## src/rtl/spi_bus_scheduler.sv

```systemverilog
// spi_bus_scheduler: round-robin arbiter sharing one 8-bit LSB-first SPI master among N requesters.
// Ports: clk, reset (async, active-low); req/tx_data in; done/rx_data/busy out; SCLK/CS/MOSI out, MISO in.
module spi_bus_scheduler #(
  parameter int N    = 4,
  parameter int HALF = 2
) (
  input  logic           clk,
  input  logic           reset,
  input  logic [N-1:0]   req,
  input  logic [8*N-1:0] tx_data,
  output logic [N-1:0]   done,
  output logic [7:0]     rx_data,
  output logic           busy,
  output logic           SCLK,
  output logic [N-1:0]   CS,
  output logic           MOSI,
  input  logic           MISO
);

  localparam int LW = $clog2(N);
  localparam int PW = (HALF > 1) ? $clog2(HALF) : 1;
  localparam logic [PW-1:0] PEND = PW'(HALF - 1);
  localparam logic [LW-1:0] LMAX = LW'(N - 1);

  typedef enum logic [2:0] {
    IDLE,
    SETUP,
    HIGH,
    LOW,
    GAP
  } state_t;

  state_t        state, state_n;
  logic [PW-1:0] phase, phase_n;
  logic [2:0]    bit_cnt, bit_n;
  logic [LW-1:0] last, last_n;
  logic [LW-1:0] win, win_n;
  logic [7:0]    tx, tx_n;
  logic [7:0]    rx_sh, rx_n;
  logic [7:0]    rx_data_n;
  logic          sclk_n, mosi_n;
  logic [N-1:0]  cs_n, done_n;
  logic          hold_end;

  logic [LW-1:0] pick;
  logic          hit;

  // First requester at or after last+1, wrapping past N-1.
  always_comb begin
    int idx;
    pick = '0;
    hit  = 1'b0;
    idx  = 0;
    for (int k = 1; k <= N; k++) begin
      idx = int'(last) + k;
      if (idx >= N) idx = idx - N;
      if (!hit && req[idx]) begin
        pick = LW'(idx);
        hit  = 1'b1;
      end
    end
  end

  assign busy     = (state != IDLE);
  assign hold_end = (phase == PEND);

  always_comb begin
    state_n   = state;
    phase_n   = phase;
    bit_n     = bit_cnt;
    last_n    = last;
    win_n     = win;
    tx_n      = tx;
    rx_n      = rx_sh;
    rx_data_n = rx_data;
    sclk_n    = SCLK;
    mosi_n    = MOSI;
    cs_n      = CS;
    done_n    = '0;
    unique case (state)
      IDLE: begin
        if (hit) begin
          win_n   = pick;
          last_n  = pick;
          tx_n    = tx_data[8*pick +: 8];
          cs_n    = ~(N'(1) << pick);
          phase_n = '0;
          bit_n   = '0;
          state_n = SETUP;
        end
      end
      SETUP: begin
        if (hold_end) begin
          phase_n = '0;
          sclk_n  = 1'b1;
          mosi_n  = tx[0];
          state_n = HIGH;
        end else begin
          phase_n = phase + PW'(1);
        end
      end
      HIGH: begin
        if (hold_end) begin
          phase_n        = '0;
          sclk_n         = 1'b0;
          rx_n[bit_cnt]  = MISO;
          state_n        = LOW;
        end else begin
          phase_n = phase + PW'(1);
        end
      end
      LOW: begin
        if (hold_end) begin
          phase_n = '0;
          if (bit_cnt != 3'd7) begin
            bit_n   = bit_cnt + 3'd1;
            sclk_n  = 1'b1;
            mosi_n  = tx[bit_cnt + 3'd1];
            state_n = HIGH;
          end else begin
            cs_n        = '1;
            mosi_n      = 1'b0;
            rx_data_n   = rx_sh;
            done_n[win] = 1'b1;
            state_n     = GAP;
          end
        end else begin
          phase_n = phase + PW'(1);
        end
      end
      GAP: begin
        if (hold_end) begin
          phase_n = '0;
          state_n = IDLE;
        end else begin
          phase_n = phase + PW'(1);
        end
      end
      default: state_n = IDLE;
    endcase
  end

  always_ff @(posedge clk or negedge reset) begin
    if (!reset) begin
      state   <= IDLE;
      phase   <= '0;
      bit_cnt <= '0;
      last    <= LMAX;
      win     <= '0;
      tx      <= '0;
      rx_sh   <= '0;
      rx_data <= '0;
      SCLK    <= 1'b0;
      MOSI    <= 1'b0;
      CS      <= '1;
      done    <= '0;
    end else begin
      state   <= state_n;
      phase   <= phase_n;
      bit_cnt <= bit_n;
      last    <= last_n;
      win     <= win_n;
      tx      <= tx_n;
      rx_sh   <= rx_n;
      rx_data <= rx_data_n;
      SCLK    <= sclk_n;
      MOSI    <= mosi_n;
      CS      <= cs_n;
      done    <= done_n;
    end
  end

endmodule

```

## config.mk

```make
export PLATFORM = sky130hd
export DESIGN_NAME = spi_bus_scheduler
export DESIGN_NICKNAME = d
export VERILOG_FILES = /design/src/rtl/spi_bus_scheduler.sv
export SDC_FILE = /design/constraint.sdc
export NUM_CORES = 1
export LEC_CHECK = 0
export ABC_CLOCK_PERIOD_IN_PS = 2900
export CAP_MARGIN = 20
export CORE_MARGIN = 3
export CORE_UTILIZATION = 51
export CTS_BUF_LIST = sky130_fd_sc_hd__clkbuf_4 sky130_fd_sc_hd__clkbuf_8
export DETAILED_ROUTE_END_ITERATION = 8
export GPL_TIMING_DRIVEN = 0
export PLACE_DENSITY = 0.82
export SYNTH_ARGS = -nofsm -noshare
export SYNTH_HDL_FRONTEND = slang
export SYNTH_SLANG_ARGS = --single-unit
```

## constraint.sdc

```tcl
create_clock -name clk -period 2.9 [get_ports clk]
set_input_delay 0.87 -clock clk [delete_from_list [all_inputs] [get_ports clk]]
set_output_delay 0.87 -clock clk [all_outputs]
set_load 0.01 [all_outputs]
```

==> metrics.csv, run 1 <==
stage;metric;value;unit
status;status;complete, no violations;
power_and_ir_drop;VDD IR-drop max;506;uV
layout;final core occ;70.2;%
placement;DP Wirelength;3850;um
synthesis;synthesized area;0.00235;mm^2
synthesis;Syn Inst Count;223;
cts;clk sink count;45;
cts;CTS-repair resized insts;0;
route;remaining antenna violation count after routing;0;
global_route;GRT Overall Usage;20.8;%
global_route;number of global-route vias before repair;1959;
route;detail-routed net length per standard cell;14.7;um
cts;total CTS buffers;5;
timing;RSZ-0062 raised after global routing;no;
synthesis;Synth top area share;41.5;%
critical_path;Critical Path RT;3.07;ns
power_and_ir_drop;P_leak;1.33;nW
power_and_ir_drop;PwrDens;859;mW/mm^2
route;DRT iter0 DRCs;83;
floorplanning;Core ar.;0.00441;mm^2
floorplanning;# IOs;58;
layout;Area growth, synth to finish;31.8;%
timing;Fin. Hold Viols;0;
cts;Post-CTS Hold Fix Bufs;0;
cts;TritonCTS clock tree;done;
critical_path;startpoint types;input pin;
timing;final setup vio count;0;
job;max cap viols;0;
critical_path;critical path data arrival time;2.83;ns
route;DRC Markers;0;
floorplanning;Die X;73.9;um
placement;instance area after placement;0.00301;mm^2
synthesis;Synthesized Nets;264;
timing;Clock Skew;0.00544;ns
synthesis;Area contributors post-synth;dfrtp_1 (42%), dfstp_2 (6.7%), nand2_1 (6.5%), mux2_2 (4.8%), mux2i_1 (4.3%);
cts;htree depth;2;
synthesis;Yosys Warn Count;0;
cts;Setup Fix Bufs, Post-CTS;0;
cts;Clk Latency, worst-skew pair;0.29;ns
synthesis;async set-or-reset flop fraction in the synthesized netlist;100;%
synthesis;Cell variety after synth;43;
route;vias per cell;5.50;
timing;Tmin final;2.66;ns
placement;Final GP Congestion;0.786;
floorplanning;die area;0.00546;mm^2
min_path;HP Class;flip-flop to flip-flop;
synthesis;register bit count reported by yosys;45;
route;First-pass DRT Iterations;4;
floorplanning;initial core utilization;53.3;%
synthesis;Top FF cell, synth;dfrtp_1;
route;Routed WL;4990;um
layout;final instance area;0.00310;mm^2
timing;final worst path period share;91.6;%
timing;Slew Limit Fails;0;
layout;Diodes inserted;0;
layout;layout cells sized above 1;17.0;%
timing;Worst Max-Slew Pin Slew;0.630;ns
cts;Clock Tree Buf Depth;2;
layout;nets;329;
global_route;total gr overflow;0;
cts;root buffer cell;clkbuf_8;
route;via count;1871;
synthesis;sequential area share after synthesis;48.2;%
cts;Worst-path clk slew;0.08;ns
layout;non-filler cells, final;340;
floorplanning;# rows;24;
layout;Layout fillers;343;
placement;Port-buffer cells;57;
global_route;largest net degree at the start of global routing;24;
timing;Slew HR;57.4;%
synthesis;area leader, netlist;dfrtp_1;
critical_path;crit path capture type;flip-flop;
floorplanning;chip height;73.9;um
global_route;initial antenna violation count;0;
critical_path;Crit Path Class;input pin to flip-flop;
critical_path;worst-path maximum fanout;10;
placement;# placed instances;333;
synthesis;Post-synth EDFFs;0;
timing;max frequency;376;MHz
timing;hold_ws;0.473;ns
synthesis;Mean Syn Cell Area;10.5;um^2
global_route;global-route wire length before repair;8610;um
==> kinds of logic after synthesis <==
| family | share of synthesized area, % |
|---|---|
| AO/OA/AOI/OAI | 9.47 |
| adder cells (fa/ha/maj) | 1.06 |
| buffers and inverters | 4.79 |
| flip-flops | 48.2 |
| multiplexers | 14.8 |
| AND/OR/NAND/NOR | 21.7 |
==> final cells by class <==
| cell class | instances | area, um^2 | area share, % |
|---|---|---|---|
| Clock buffer | 7 | 90.1 | 2.91 |
| Timing Repair Buffer | 58 | 593 | 19.1 |
| Tap cell | 52 | 65.1 | 2.10 |
| Multi-Input combinational cell | 159 | 1100 | 35.6 |
| Buffer | 14 | 93.8 | 3.03 |
| Sequential cell | 45 | 1130 | 36.6 |
| Inverter | 5 | 18.8 | 0.606 |
==> sequential cells by signal, summed over array words and instances (netlist names), 2 cells and up <==
register  flops
rx_data       8
rx_sh         8
tx            8
CS            4
done          4
bit_cnt       3
state         3
last          2
win           2
==> worst max-delay path, cell delays in order <==
cell and delay [ns]:
clkdlybuf4s50_1 0.51, nand2b_1 0.14, o21ai_1 0.09, a21oi_2 0.28, buf_4 0.26, mux2_2 0.36, a221o_1 0.32
==> cells in the final DEF, fill, tap and decap left out, types with 2 or more instances in the layout <==
master and count:
or2_2 2, mux4_2 2, a221o_1 8, o22a_1 2, buf_4 2, ha_1 2
inv_1 5, nand3_2 10, buf_2 3, nand3_1 7, mux2_2 10, a22o_1 3
dfstp_2 6, clkbuf_8 6, nand3b_1 2, o31ai_1 2, nand2b_1 2, mux2_1 8
buf_6 2, o21ai_1 3, nor2_1 16, dfrtp_1 39, clkdlybuf4s50_1 56, nor3_1 3
clkbuf_1 7, nand2_1 41, nor3b_1 3, a21oi_1 7, nor2b_1 2, mux2i_1 10
==> cells in the mapped netlist, types with 5 or more instances <==
| master | number |
|---|---|
| a221o_1 | 8 |
| mux2_2 | 10 |
| nand2_1 | 41 |
| mux2_1 | 8 |
| dfstp_2 | 6 |
| clkbuf_1 | 7 |
| inv_1 | 5 |
| nor2_1 | 16 |
| a21oi_1 | 7 |
| mux2i_1 | 10 |
| nand3_1 | 7 |
| dfrtp_1 | 39 |
| nand3_2 | 10 |
==> through the flow <==
stage	setup TNS (ns)	total power, mW	setup WS, ns
detailed placement	-0.291	2.29	-0.0738
finish	0	2.66	0.244
global placement	-6.96	2.24	-0.179
CTS	0	2.69	0.219
global route	0	2.87	0.152
floorplan	0	1.87	0.593
==> power by group <==
part	internal, mW	leakage, nW	switching, mW
logic	0.634	0.728	0.559
registers	0.904	0.554	0.172
clock network	0.198	0.0477	0.194
==> final timing paths <==
kind / startpoint / slack, ns / depth (start not counted) / end
setup / recovery: req[2] / 0.24 / 7 / tx[4]
hold / removal: rx_sh[3] / 0.47 / 2 / rx_data[3]
setup reg to reg: last[1] / 0.67 / 6 / tx[4]
hold reg to reg: rx_sh[3] / 0.47 / 2 / rx_data[3]
max in group asynchronous: reset / 1.85 / 2 / rx_sh[1]
min in group asynchronous: reset / 0.55 / 1 / done[3]
==> routing by layer <==
layer	GRT usage, %	part of all wire, %	vias up	wire [um]
li1	-	-	922	-
met1	25.2	43	880	2150
met2	35.2	50	60	2480
met3	5.47	5.0	9	249
met4	8.25	2.1	0	103
met5	0	0	-	0
Note: power is estimated with default switching activity, not from simulation.
==> inputs of run 2 (changes only) <==
--- a/config.mk
+++ b/config.mk
@@ -7,7 +7,6 @@
 export LEC_CHECK = 0
 export ABC_CLOCK_PERIOD_IN_PS = 2900
 export CAP_MARGIN = 20
-export CORE_MARGIN = 3
 export CORE_UTILIZATION = 51
 export CTS_BUF_LIST = sky130_fd_sc_hd__clkbuf_4 sky130_fd_sc_hd__clkbuf_8
 export DETAILED_ROUTE_END_ITERATION = 8
==> metrics.csv, run 2 (synthesis results as in run 1) <==
stage;metric;value;unit
cts;root buffer cell;clkbuf_8;
cts;htree depth;2;
power_and_ir_drop;VDD IR-drop max;496;uV
floorplanning;# rows;24;
critical_path;CP Capture Point;busy;
layout;Area growth, synth to finish;33.8;%
layout;Sequential Area;0.00113;mm^2
cts;Clock Tree Buf Depth;2;
global_route;total gr overflow;0;
floorplanning;# IOs;58;
global_route;initial antenna violation count;0;
critical_path;Worst Setup SP;state[1];
critical_path;r2r startpoint;last[1];
timing;max frequency;376;MHz
route;remaining antenna violation count after routing;0;
power_and_ir_drop;total power;2.87;mW
min_path;HP Start;rx_sh[2];
cts;CTS-repair resized insts;0;
critical_path;WP depth;4;
timing;final setup vio count;0;
critical_path;critical path data arrival time;1.79;ns
route;First-pass DRT Iterations;4;
cts;total CTS buffers;5;
placement;dpl ws;-0.0886;ns
global_route;global-route wire length before repair;8860;um
route;DRT iter0 DRCs;139;
critical_path;setup slack, reg-to-reg;0.69;ns
cts;Setup Fix Bufs, Post-CTS;0;
layout;Layout fillers;335;
layout;area of the multi-input gates;0.00110;mm^2
critical_path;reg2reg path depth;6;
critical_path;startpoint types;flip-flop;
min_path;HP Class;flip-flop to flip-flop;
power_and_ir_drop;PwrDens;911;mW/mm^2
layout;final instance area;0.00315;mm^2
global_route;GRT Overall Usage;22.9;%
timing;Tmin final;2.66;ns
timing;RSZ-0062 raised after global routing;no;
route;Routed WL;4900;um
layout;Diodes inserted;0;
global_route;number of global-route vias before repair;1912;
cts;Post-CTS Hold Fix Bufs;0;
floorplanning;Core ar.;0.00438;mm^2
timing;Clock Skew;0.00744;ns
timing;final worst path period share;91.7;%
cts;Clk Latency, worst-skew pair;0.31;ns
critical_path;Crit Path Class;flip-flop to output port;
critical_path;CP Buf/Inv Count;3;
floorplanning;chip height;69.9;um
route;detail-routed net length per standard cell;14.4;um
placement;instance area after placement;0.00301;mm^2
layout;most frequent cells in the layout;clkdlybuf4s50_1 (56), nand2_1 (41), dfrtp_1 (39);
critical_path;crit path capture type;output port;
cts;Worst-path clk slew;0.09;ns
cts;clk sink count;45;
placement;Port-buffer cells;57;
route;vias per cell;5.56;
placement;DP Wirelength;3750;um
layout;nets;329;
floorplanning;initial core utilization;53.6;%
cts;TritonCTS clock tree;done;
critical_path;slowest CP cell;clkdlybuf4s50_1;
timing;Slew Limit Fails;0;
floorplanning;Die X;69.9;um
power_and_ir_drop;P_leak;1.35;nW
layout;largest registers;rx_data x8, rx_sh x8, tx x8;
status;status;complete, no violations;
route;via count;1896;
timing;Worst Slack Setup Final;0.240;ns
layout;commonest non-fill, non-tap cell in the layout;clkdlybuf4s50_1;
global_route;largest net degree at the start of global routing;25;
timing;hold_ws;0.467;ns
critical_path;worst-path maximum fanout;8;
layout;layout cells sized above 1;17.3;%
critical_path;RR Endpoint;tx[4];
timing;Worst Max-Slew Pin Slew;0.693;ns
placement;Final GP Congestion;0.788;
critical_path;Crit path max-delay family;buffers and inverters;
job;max cap viols;0;
floorplanning;die area;0.00489;mm^2
timing;Slew HR;53.2;%
critical_path;Max stage delay on crit path;0.49;ns
timing;Fin. Hold Viols;0;
critical_path;CP cell instances;clkbuf_1 -> nor3_1 -> inv_1 -> clkdlybuf4s50_1;
route;DRC Markers;0;
critical_path;Critical Path RT;2.03;ns
[run 2: changes by cell type in the layout (fill, tap and decap cells not counted)]
| cell | previous run | this run |
|---|---|---|
| bufinv_16 | 0 | 2 |
| clkbuf_4 | 1 | 0 |
| clkbuf_8 | 6 | 5 |
| inv_6 | 0 | 1 |
[run 2: worst min path at each step]
stage / to / slack, ns / cells after the start
finish: rx_data[2] / 0.47 / 2
global route: rx_data[5] / 0.51 / 2
floorplan: rx_data[2] / 0.43 / 2
global placement: rx_data[6] / 0.44 / 2
CTS: rx_data[2] / 0.47 / 2
detailed placement: rx_data[2] / 0.45 / 2
[run 2: power breakdown]
part / total, mW / switching [mW] / internal (mW) / leakage [nW]
logic: 1.21 / 0.576 / 0.634 / 0.728
registers: 1.08 / 0.179 / 0.903 / 0.554
clock network: 0.575 / 0.228 / 0.347 / 0.0687
total: 2.87 / 0.983 / 1.88 / 1.35
[run 2: area by class of cell]
class | instances | area share (%)
Sequential cell | 45 | 36.0
Multi-Input combinational cell | 159 | 35.1
Timing Repair Buffer | 58 | 18.8
Buffer | 14 | 2.98
Clock buffer | 5 | 2.19
Clock inverter | 3 | 2.19
Tap cell | 52 | 2.07
Inverter | 5 | 0.596
[run 2: tightest hold or removal path, delay by kind of cell, from the launching register on]
family	cells	cell delay (ns)
flops	1	0.35
simple gates	2	0.10
[run 2: stage by stage]
stage	std cells	setup TNS (ns)	util (%)
floorplan	223	0	-
global placement	332	-7.42	68.1
detailed placement	333	-0.351	68.6
CTS	341	0	71.8
global route	341	0	71.8
finish	341	0	71.8
[run 2: routing by layer]
metal  vias to the layer above  share of wire [%]  track usage, %  wire [um]
li1                        920                  -               -          -
met1                       893                 44            29.5       2170
met2                        72                 48            38.2       2340
met3                        11                6.0            5.63        293
met4                         0                2.0            7.11         97
met5                         -                  0               0          0
